[src/rtl/seq_mult_bcd_disp_pkg.sv]
// Shared types, segment patterns and sizing helpers for seq_mult_bcd_disp.
package mult_disp_pkg;

    typedef enum logic [1:0] {IDLE, MULT, CONV, DONE} state_t;

    localparam logic [6:0] SEG_BLANK = 7'b0000000;

    // Segment order {g,f,e,d,c,b,a}, active-high.
    localparam logic [6:0] SEG_DIGIT [0:9] = '{
        7'b0111111, 7'b0000110, 7'b1011011, 7'b1001111, 7'b1100110,
        7'b1101101, 7'b1111101, 7'b0000111, 7'b1111111, 7'b1101111
    };

    // Decimal digits needed for the largest product of two width-bit operands.
    function automatic int bcd_digits_needed(input int width);
        longint unsigned max_val;
        int              n;
        max_val = (64'd1 << width) - 64'd1;
        max_val = max_val * max_val;
        n       = 1;
        while (max_val >= 64'd10) begin
            max_val = max_val / 64'd10;
            n++;
        end
        return n;
    endfunction

    function automatic logic [6:0] seg_decode(input logic [3:0] d);
        logic [6:0] s;
        s = SEG_BLANK;
        if (d <= 4'd9) s = SEG_DIGIT[d];
        return s;
    endfunction

endpackage

[src/rtl/seq_bin2bcd.sv]
// Sequential double-dabble converter: one add-3/shift step per clock, IN_W steps per conversion.
module seq_bin2bcd
    import mult_disp_pkg::*;
#(
    parameter int IN_W   = 16,
    parameter int DIGITS = 5
) (
    input  logic                   clk,
    input  logic                   rst_n,
    input  logic                   start,
    input  logic [IN_W-1:0]        bin,
    output logic                   done,
    output logic [DIGITS-1:0][3:0] digits
);

    localparam int SR_W  = 4 * DIGITS + IN_W;
    localparam int CNT_W = $clog2(IN_W) + 1;

    logic [SR_W-1:0]  sr;
    logic [SR_W-1:0]  sr_adj;
    logic [SR_W-1:0]  sr_next;
    logic [CNT_W-1:0] step;
    logic             running;

    // NOTE: every signal assigned in always_comb gets a default first, so no path leaves it holding a stale value (latch).
    always_comb begin
        sr_adj = sr;
        for (int i = 0; i < DIGITS; i++) begin
            if (sr[IN_W + 4*i +: 4] >= 4'd5)
                sr_adj[IN_W + 4*i +: 4] = sr[IN_W + 4*i +: 4] + 4'd3;
        end
        sr_next = {sr_adj[SR_W-2:0], 1'b0};
    end

    // done flags the final step; digits show the post-step value so the caller can capture both on the same edge.
    assign done = running && (step == CNT_W'(IN_W - 1));

    for (genvar i = 0; i < DIGITS; i++) begin : g_digit
        assign digits[i] = sr_next[IN_W + 4*i +: 4];
    end

    // NOTE: sequential state uses non-blocking assignments so every register samples pre-edge values.
    always_ff @(posedge clk or negedge rst_n) begin
        if (!rst_n) begin
            sr      <= '0;
            step    <= '0;
            running <= 1'b0;
        end else if (start) begin
            sr      <= SR_W'(bin);
            step    <= '0;
            running <= 1'b1;
        end else if (running) begin
            sr   <= sr_next;
            step <= step + CNT_W'(1);
            if (done) running <= 1'b0;
        end
    end

endmodule

[src/rtl/seq_mult_bcd_disp.sv]
// Shift-add multiplier with sequential BCD conversion and a multiplexed common-anode display.
// Optional macro LEADING_ZERO_BLANK_EN blanks digits above the most-significant non-zero digit.
module seq_mult_bcd_disp
    import mult_disp_pkg::*;
#(
    parameter int WIDTH       = 8,
    parameter int DIGITS      = 5,
    parameter int REFRESH_DIV = 50000
) (
    input  logic                 clk,
    input  logic                 rst_n,
    input  logic                 start,
    input  logic [WIDTH-1:0]     a,
    input  logic [WIDTH-1:0]     b,
    output logic                 busy,
    output logic                 done,
    output logic [2*WIDTH-1:0]   product,
    output logic [6:0]           seg,
    output logic [DIGITS-1:0]    an
);

    localparam int BCW  = $clog2(WIDTH) + 1;
    localparam int IDXW = (DIGITS > 1) ? $clog2(DIGITS) : 1;
    localparam int RW   = $clog2(REFRESH_DIV);

    if (WIDTH < 2 || WIDTH > 16) begin : g_width_check
        $error("WIDTH must be within 2..16");
    end
    if (DIGITS < bcd_digits_needed(WIDTH)) begin : g_digits_check
        $error("DIGITS too small for the largest product");
    end
    if (REFRESH_DIV < 2) begin : g_refresh_check
        $error("REFRESH_DIV must be at least 2");
    end

    state_t                  state;
    logic [2*WIDTH-1:0]      mcand;
    logic [WIDTH-1:0]        mplier;
    logic [2*WIDTH-1:0]      acc;
    logic [2*WIDTH-1:0]      acc_next;
    logic [BCW-1:0]          bit_cnt;
    logic                    conv_start;
    logic                    conv_done;
    logic [DIGITS-1:0][3:0]  conv_digits;
    logic [DIGITS-1:0][3:0]  digit_q;

    assign acc_next   = acc + (mplier[0] ? mcand : '0);
    assign conv_start = (state == MULT) && (bit_cnt == BCW'(WIDTH - 1));

    seq_bin2bcd #(
        .IN_W   (2*WIDTH),
        .DIGITS (DIGITS)
    ) u_bin2bcd (
        .clk    (clk),
        .rst_n  (rst_n),
        .start  (conv_start),
        .bin    (acc_next),
        .done   (conv_done),
        .digits (conv_digits)
    );

`ifdef LEADING_ZERO_BLANK_EN
    logic [DIGITS-1:0] blank_next;
    logic [DIGITS-1:0] blank_q;
    logic              above_zero;

    always_comb begin
        blank_next = '0;
        above_zero = 1'b1;
        for (int i = DIGITS - 1; i >= 1; i--) begin
            above_zero    = above_zero && (conv_digits[i] == 4'd0);
            blank_next[i] = above_zero;
        end
    end

    always_ff @(posedge clk or negedge rst_n) begin
        if (!rst_n)
            blank_q <= {{(DIGITS-1){1'b1}}, 1'b0};
        else if (state == CONV && conv_done)
            blank_q <= blank_next;
    end
`endif

    always_ff @(posedge clk or negedge rst_n) begin
        if (!rst_n) begin
            state   <= IDLE;
            mcand   <= '0;
            mplier  <= '0;
            acc     <= '0;
            bit_cnt <= '0;
            busy    <= 1'b0;
            done    <= 1'b0;
            product <= '0;
            // NOTE: the digit store is reset because a reset must visibly clear the display back to 0.
            digit_q <= '0;
        end else begin
            case (state)
                IDLE: begin
                    done <= 1'b0;
                    if (start) begin
                        mcand   <= {{WIDTH{1'b0}}, a};
                        mplier  <= b;
                        acc     <= '0;
                        bit_cnt <= '0;
                        busy    <= 1'b1;
                        state   <= MULT;
                    end
                end
                MULT: begin
                    acc     <= acc_next;
                    mcand   <= mcand << 1;
                    mplier  <= mplier >> 1;
                    bit_cnt <= bit_cnt + BCW'(1);
                    if (conv_start) state <= CONV;
                end
                CONV: begin
                    if (conv_done) begin
                        busy    <= 1'b0;
                        done    <= 1'b1;
                        product <= acc;
                        digit_q <= conv_digits;
                        state   <= DONE;
                    end
                end
                DONE: begin
                    done  <= 1'b0;
                    state <= IDLE;
                end
                default: state <= IDLE;
            endcase
        end
    end

    logic [RW-1:0]   refresh_cnt;
    logic [IDXW-1:0] scan_idx;
    logic [IDXW-1:0] scan_next;
    logic            refresh_wrap;
    logic [6:0]      seg_next;

    assign refresh_wrap = (refresh_cnt == RW'(REFRESH_DIV - 1));

    always_comb begin
        scan_next = scan_idx;
        if (refresh_wrap)
            scan_next = (scan_idx == IDXW'(DIGITS - 1)) ? '0 : scan_idx + IDXW'(1);
`ifdef LEADING_ZERO_BLANK_EN
        seg_next = blank_q[scan_next] ? SEG_BLANK : seg_decode(digit_q[scan_next]);
`else
        seg_next = seg_decode(digit_q[scan_next]);
`endif
    end

    // seg follows the stored digit every cycle, so it and an move together on a slot change.
    always_ff @(posedge clk or negedge rst_n) begin
        if (!rst_n) begin
            refresh_cnt <= '0;
            scan_idx    <= '0;
            an          <= {{(DIGITS-1){1'b1}}, 1'b0};
            seg         <= SEG_DIGIT[0];
        end else begin
            refresh_cnt <= refresh_wrap ? '0 : refresh_cnt + RW'(1);
            scan_idx    <= scan_next;
            an          <= ~(DIGITS'(1) << scan_next);
            seg         <= seg_next;
        end
    end

endmodule

[config.mk]
export PLATFORM = sky130hd
export DESIGN_NAME = seq_mult_bcd_disp
export DESIGN_NICKNAME = d
export VERILOG_FILES = /design/src/rtl/seq_mult_bcd_disp_pkg.sv /design/src/rtl/seq_bin2bcd.sv /design/src/rtl/seq_mult_bcd_disp.sv
export SDC_FILE = /design/constraint.sdc
export NUM_CORES = 1
export LEC_CHECK = 0
export ABC_AREA = 0
export CAP_MARGIN = 10
export CORE_ASPECT_RATIO = 1.75
export CORE_UTILIZATION = 50
export CTS_CLUSTER_SIZE = 30
export DETAILED_ROUTE_END_ITERATION = 10
export GPL_ROUTABILITY_DRIVEN = 0
export GPL_TIMING_DRIVEN = 0
export PLACE_DENSITY = 0.81
export SYNTH_ARGS = -nofsm -noshare
export SYNTH_HDL_FRONTEND = slang
export SYNTH_SLANG_ARGS = --single-unit
[constraint.sdc]
create_clock -name clk -period 6.07 [get_ports clk]
set_clock_uncertainty 0.1 [all_clocks]
set_input_delay 0.607 -clock clk [delete_from_list [all_inputs] [get_ports clk]]
set_output_delay 0.607 -clock clk [all_outputs]
set_load 0.02 [all_outputs]
==> results of run 1 <==
[cells by family after synthesis]
family / count (synthesis)
muxes: 64
DFF: 157
AOI/OAI and AO/OA: 189
adders and majority gates: 40
xor gates and xnor gates: 34
buffers and inverters: 64
and+or+nand+nor: 225
[sequential cells by signal, indices dropped and copies added, names as in the netlist, 3 cells and up]
register and count:
bit_cnt 4, mcand 16, u_bin2bcd.sr 36, seg 7, scan_idx 3, product 16, an 5, digit_q 20
u_bin2bcd.step 5, acc 16, mplier 8, refresh_cnt 16
[per-layer routing]
layer	GRT usage, %	vias to the layer above	part of all wire, %
li1	-	2845	-
met1	21.4	2898	38
met2	42.3	107	57
met3	3.67	30	2.6
met4	9.35	0	2.6
met5	0	-	0
[layout make-up]
cell class | count | area, um^2
plain buffers | 34 | 154
multi-input cells | 552 | 3810
clock buffers | 18 | 429
flip-flops and latches | 157 | 3940
well taps | 186 | 233
fillers | 1245 | 6200
clock inverters | 14 | 150
repair buffers | 49 | 509
inverters | 30 | 113
[per-stage QoR]
step,setup WS [ns],TNS (ns),std cells,util [%]
final,2.26,0,1040,60.1
after global routing,1.89,0,1040,60.1
after CTS,2.21,0,1040,60.1
after detailed placement,2.34,0,1008,56.4
after global placement,-1.98,-289.51,1007,56.2
after floorplan,3.14,0,773,-
[worst reg2reg max path, stage by stage (launching register included)]
cell,delay [ns]
dfrtp_1,0.51
clkbuf_1,0.41
nand2_1,0.18
inv_1,0.09
ha_1,0.22
a21oi_1,0.25
o221ai_1,0.20
o41ai_1,0.71
o21bai_1,0.19
a21oi_1,0.41
nor3b_1,0.11
a31o_2,0.23
a21oi_1,0.13
[worst max-delay path by stage]
stage,cells after the start,startpoint,to,slack (ns)
3_3_place_gp,1,rst_n,mcand[0],-1.98
2_1_floorplan,13,refresh_cnt[0],seg[6],3.14
3_5_place_dp,12,mplier[0],u_bin2bcd.sr[15],2.34
6_report,12,mplier[0],u_bin2bcd.sr[15],2.26
4_1_cts,12,mplier[0],u_bin2bcd.sr[15],2.21
5_1_grt,12,mplier[0],u_bin2bcd.sr[15],1.89
[cell usage in the layout (no fill, tap or decap), drive strengths merged, types with 5 or more instances in the layout]
master         netlist  final
ha                  39     39
dfrtp              147    147
and3                 9      9
o21a                 5      5
xor2                17     17
clkbuf              26     44
o21ai               76     76
mux2i               42     42
nand2               75     75
a21oi               46     46
a22o                19     19
nand3               21     21
nor3b               10     10
a211oi              14     14
nand2b              11     11
buf                  8     10
nor2                40     40
xnor2               17     17
dfstp               10     10
inv                 30     39
clkdlybuf4s50        0     47
and2                22     22
nor2b               22     22
mux2                22     22
[power breakdown]
group,total [mW],internal [mW],switching (mW)
combinational,0.0360,0.0135,0.0224
sequential,1.05,1.05,0
clock,1.05,0.583,0.464
total,2.13,1.64,0.486
==> results.sh, run 1 <==
export IMPL_start_util_pct=51.6
export IMPL_finalPower_mw=2.13
export IMPL_p_leak_nw=4.23
export IMPL_io_buffers=48
export IMPL_cts_buffer_depth=2
export IMPL_gr_total_overflow=0
export IMPL_netlist_top_cells_count="147 x dfrtp_1, 75 x nand2_1, 73 x o21ai_0"
export IMPL_ys_seq_area_share_pct=49.2
export IMPL_grt_pass1_vias=6094
export IMPL_antenna_found_initial=0
export IMPL_reg2reg_depth=12
export IMPL_critPathBufInv=2
export IMPL_vias=5880
export IMPL_wl_mm=16.7
export IMPL_min_period_over_period_pct=62.8
export IMPL_violations="DRC"
export IMPL_worst_setup_path_start_kind="flop"
export IMPL_hold_viol_final=0
export IMPL_cts_sinks=157
export IMPL_synth_ff_type="dfrtp_1"
export IMPL_fin_nets=900
export IMPL_synth_top_area_share_pct=45.9
export IMPL_ys_ff_latch=157
export IMPL_cpMaxStageDelayCell="o41ai_1"
export IMPL_tightest_slew_ns=0.837
export IMPL_drc=4
export IMPL_synth_compound_area_share_pct=14.6
export IMPL_drive_gt1_share_pct=9.60
export IMPL_grt_pass1_wl_mm=28.1
export IMPL_ant_nets=0
export IMPL_post_synth_top_count_cell="dfrtp_1"
export IMPL_maxSlewHeadroom_pct=43.5
export IMPL_routedWlPerCell_um=16.1
export IMPL_outcome="finished, violations left"
export IMPL_cp_common_cell="a21oi_1"
export IMPL_ios=49
export IMPL_core_area_um2=15500
export IMPL_rsz0062_at_grt="no"
export IMPL_cts_resized=0
export IMPL_critical_path_reg2reg_startpoint="mplier[0]"
export IMPL_cts_tree="built"
export IMPL_max_vdd_ir_drop_mv=0.176
export IMPL_syn_nets=832
export IMPL_final_area_um2=9340
export IMPL_syn_cell_area_um2=8020
export IMPL_htree_levels=4
export IMPL_drt_iter0_drc=292
export IMPL_end_kind="flop"
export IMPL_async_flop_share_pct=100
export IMPL_diodes=0
export IMPL_max_freq_mhz=262
export IMPL_grt_max_degree=103
export IMPL_syn_area_per_cell_um2=10.4
export IMPL_yosysWarnings=0
export IMPL_holdWs_ns=0.0341
export IMPL_cts_clk_slew_worst_paths_ns=0.07
export IMPL_r2r_end="u_bin2bcd.sr[15]"
export IMPL_r2r_slack_ns=2.26
export IMPL_crit_required_ns=6.32
export IMPL_synth_cell_types=57
export IMPL_hpwl_mm=12.1
export IMPL_die_w_um=97.7
export IMPL_viasPerCell=5.65
export IMPL_path_class="flop to flop"
export IMPL_grtUsageTotal_pct=21.4
export IMPL_drv_cap=0
export IMPL_crit_arrival_ns=4.07
export IMPL_cts_buffers=17
export IMPL_die_area_um2=16600
export IMPL_yosys_area_top_type="dfrtp_1"
export IMPL_synth_top_family_by_area="compound AO/OA/AOI/OAI gates"
export IMPL_synth_area_leaders="dfrtp_1 46%, ha_1 6.1%, mux2i_1 5.0%, o21ai_0 4.6%, nand2_1 3.5%"
export IMPL_cpPeakStageDelay_ns=0.71
export IMPL_min_period_ns=3.81
export IMPL_yosys_area_share_adder_pct=6.34
export IMPL_yosys_area_share_simple_pct=14.2
export IMPL_core_rowCount=60
export IMPL_die_height_um=170
export IMPL_synth_xor_area_share_pct=3.71
export IMPL_hp_class="primary input to asynchronous set/reset pin"
export IMPL_setup_viol=0
export IMPL_postCtsSetupBuffers=0
export IMPL_dpl_cell_area_um2=8760
export IMPL_cts_root_buf="clkbuf_16"
export IMPL_clk_latency_ns=0.43
export IMPL_synthMuxAreaShare_pct=8.65
export IMPL_hold_buffers=0
export IMPL_synth_cells=773
export IMPL_slew_violations=0
export IMPL_cp_cell_sequence="clkbuf_1 -> nand2_1 -> inv_1 -> ha_1 -> a21oi_1 -> o221ai_1 -> o41ai_1 -> o21bai_1 -> a21oi_1 -> nor3b_1 -> a31o_2 -> a21oi_1"
export IMPL_area_growth_pct=16.5
export IMPL_dr_pass1_iters=9
export IMPL_synth_edf_count=0
export IMPL_cp_top_family="compound AO/OA/AOI/OAI gates"
export IMPL_power_density_nw_per_um2=228
export IMPL_crit_fanout=10
No activity file was read; power rests on OpenSTA's default activity.
==> inputs of run 2 (changes only) <==
--- a/config.mk
+++ b/config.mk
@@ -13,7 +13,7 @@
 export DETAILED_ROUTE_END_ITERATION = 10
 export GPL_ROUTABILITY_DRIVEN = 0
 export GPL_TIMING_DRIVEN = 0
-export PLACE_DENSITY = 0.81
+export PLACE_DENSITY = 0.84
 export SYNTH_ARGS = -nofsm -noshare
 export SYNTH_HDL_FRONTEND = slang
 export SYNTH_SLANG_ARGS = --single-unit
==> constraint.sdc (replaced) <==
create_clock -name clk -period 3.4 [get_ports clk]
set_clock_uncertainty 0.1 [all_clocks]
set_input_delay 0.34 -clock clk [delete_from_list [all_inputs] [get_ports clk]]
set_output_delay 0.34 -clock clk [all_outputs]
set_load 0.02 [all_outputs]
==> run 2 against run 1 <==
Net effect:
- the flow still finishes with violations (DRC)
- clock-buffer cell count is 1 higher
- clock power rose by 76%
- register-to-register slack got worse by 2.1 ns
- sequential power increased by 78%
- utilization is 0.42 points higher
- critical path type unchanged
==> results.sh, run 2 (synthesis results as in run 1) <==
export IMPL_reg_largest_list="u_bin2bcd.sr: 36 flops, digit_q: 20 flops"
export IMPL_grtUsageTotal_pct=22.5
export IMPL_met1_length_mm=6.43
export IMPL_antenna_found_initial=0
export IMPL_final_util_pct=60.5
export IMPL_holdWs_ns=0.368
export IMPL_hold_viol_final=0
export IMPL_hpwl_mm=12.4
export IMPL_grt_pass1_wl_mm=29.5
export IMPL_final_common_cell="dfrtp_1"
export IMPL_power_density_nw_per_um2=403
export IMPL_ant_nets=0
export IMPL_wl_met3_um=406
export IMPL_p_seq_share_pct=49.3
export IMPL_p_comb_share_pct=1.7
export IMPL_htree_levels=4
export IMPL_min_period_ns=3.25
export IMPL_drive_gt1_share_pct=10.5
export IMPL_wl_mm=17.4
export IMPL_grt_pass1_vias=6382
export IMPL_diodes=0
export IMPL_die_height_um=170
export IMPL_fin_setup_tns_ns=0
export IMPL_die_area_um2=16600
export IMPL_tightest_slew_ns=0.776
export IMPL_cts_buffer_depth=2
export IMPL_top_layer_used="met4"
export IMPL_cts_tree="built"
export IMPL_violations="DRC"
export IMPL_maxSlewHeadroom_pct=48.3
export IMPL_ios=49
export IMPL_drv_cap=0
export IMPL_dr_pass1_iters=8
export IMPL_gr_total_overflow=0
export IMPL_clk_latency_ns=0.43
export IMPL_layout_common_cells="147 x dfrtp_1, 75 x nand2_1, 73 x o21ai_0"
export IMPL_cts_sinks=157
export IMPL_p_clk_share_pct=48.9
export IMPL_viasPerCell=5.66
export IMPL_final_area_um2=9400
export IMPL_area_growth_pct=17.3
export IMPL_drc=2
export IMPL_rsz0062_at_grt="no"
export IMPL_end_kind="flop"
export IMPL_io_buffers=48
export IMPL_hp_class="flop to flop"
export IMPL_crit_fanout=10
export IMPL_min_period_over_period_pct=95.5
export IMPL_cts_clk_slew_worst_paths_ns=0.07
export IMPL_setup_viol=0
export IMPL_p_switching_mw=0.848
export IMPL_crit_required_ns=3.65
export IMPL_p_int_mw=2.94
export IMPL_cts_buffers=17
export IMPL_die_w_um=97.7
export IMPL_slew_violations=0
export IMPL_max_vdd_ir_drop_mv=0.362
export IMPL_largest_register="u_bin2bcd.sr"
export IMPL_largest_reg_flops=36
export IMPL_fin_nets=904
export IMPL_finalPower_mw=3.79
export IMPL_dpl_cell_area_um2=8760
export IMPL_outcome="finished, violations left"
export IMPL_grt_max_degree=87
export IMPL_p_sw_share_pct=22.4
export IMPL_wl_met2_mm=9.94
export IMPL_path_class="flop to flop"
export IMPL_worst_setup_path_start_kind="flop"
export IMPL_cts_root_buf="clkbuf_16"
export IMPL_crit_arrival_ns=3.50
export IMPL_start_util_pct=51.6
export IMPL_core_area_um2=15500
export IMPL_max_freq_mhz=308
export IMPL_fillers=1228
export IMPL_routedWlPerCell_um=16.7
export IMPL_drt_iter0_drc=242
export IMPL_core_rowCount=60
export IMPL_p_leak_nw=4.26
export IMPL_vias=5912
==> run 2: changes by cell type in the layout (fill, tap and decap cells not counted), sizes merged <==
cell         previous run  this run
clkinv                  3         4
clkbuf                 44        45
buf                    10        13
dlygate4sd3             0         1
clkinvlp                1         2
inv                    39        36
==> run 2: final timing paths <==
path                                      from          endpoint  slack [ns]  cells past startpoint
worst max-delay path                 mplier[0]  u_bin2bcd.sr[15]        0.15                     12
worst min-delay path            refresh_cnt[0]    refresh_cnt[0]        0.37                      1
worst max register to register       mplier[0]  u_bin2bcd.sr[15]        0.15                     12
worst min register to register  refresh_cnt[0]    refresh_cnt[0]        0.37                      1
max in group asynchronous                rst_n         mplier[1]        1.93                      3
min in group asynchronous                rst_n  u_bin2bcd.sr[33]        0.46                      2
==> run 2: area by class of cell <==
cell class              instances  area, um^2  share of cell area (%)
clock buffers                  19         443                    4.71
flip-flops and latches        157        3940                    41.9
plain buffers                  34         159                    1.69
multi-input cells             552        3840                    40.9
repair buffers                 53         542                    5.76
clock inverters                13         131                    1.40
inverters                      30         113                    1.20
well taps                     186         233                    2.47
==> run 2: power groups by stage <==
| stage | clock network (mW) | logic, mW | registers [mW] |
|---|---|---|---|
| final | 1.85 | 0.0657 | 1.87 |
| after global routing | 1.95 | 0.0757 | 1.87 |
| after CTS | 1.87 | 0.0687 | 1.87 |
| after detailed placement | 0 | 0.0677 | 1.90 |
| after global placement | 0 | 0.0624 | 1.90 |
| after floorplan | 0 | 0.00419 | 1.90 |
==> run 2: critical path: stages, from the launching register on <==
cell and delay, ns:
dfrtp_1 0.55, clkbuf_2 0.30, nand2_1 0.14, inv_1 0.08, ha_1 0.22, a21oi_1 0.25, o221ai_1 0.24, o41ai_4 0.39
o21bai_1 0.18, a21oi_2 0.27, nor3b_1 0.09, a31o_2 0.23, a21oi_1 0.13
==> run 2: timing repair <==
item                       in CTS  in global routing
pin swaps                       0                  1
hold buffers                    1                  0
setup endpoints to repair       9                  9
hold endpoints to repair       75                  0
buffers inserted                0                  3
resized for setup               4                  3
gates cloned                    0                  0
==> run 2: metrics by stage <==
| step | instances | worst slack, ns |
|---|---|---|
| floorplan | 773 | 0.468 |
| global placement | 1007 | -4.37 |
| detailed placement | 1008 | -0.365 |
| CTS | 1041 | 0.0868 |
| global route | 1044 | 0.00251 |
| finish | 1044 | 0.153 |
==> run 2: metal layers <==
| layer | up-vias | global-route usage, % |
|---|---|---|
| met4 | 0 | 12.0 |
| met1 | 2904 | 22.3 |
| met2 | 117 | 44.3 |
| li1 | 2847 | - |
| met3 | 44 | 3.29 |
| met5 | - | 0 |
==> inputs of run 3 (changes only) <==
--- a/config.mk
+++ b/config.mk
@@ -6,6 +6,7 @@
 export NUM_CORES = 1
 export LEC_CHECK = 0
 export ABC_AREA = 0
+export ABC_CLOCK_PERIOD_IN_PS = 3400
 export CAP_MARGIN = 10
 export CORE_ASPECT_RATIO = 1.75
 export CORE_UTILIZATION = 50
==> results of run 3 <==
Same layout as run 2: the final DEF is identical, and so are final timing and power.
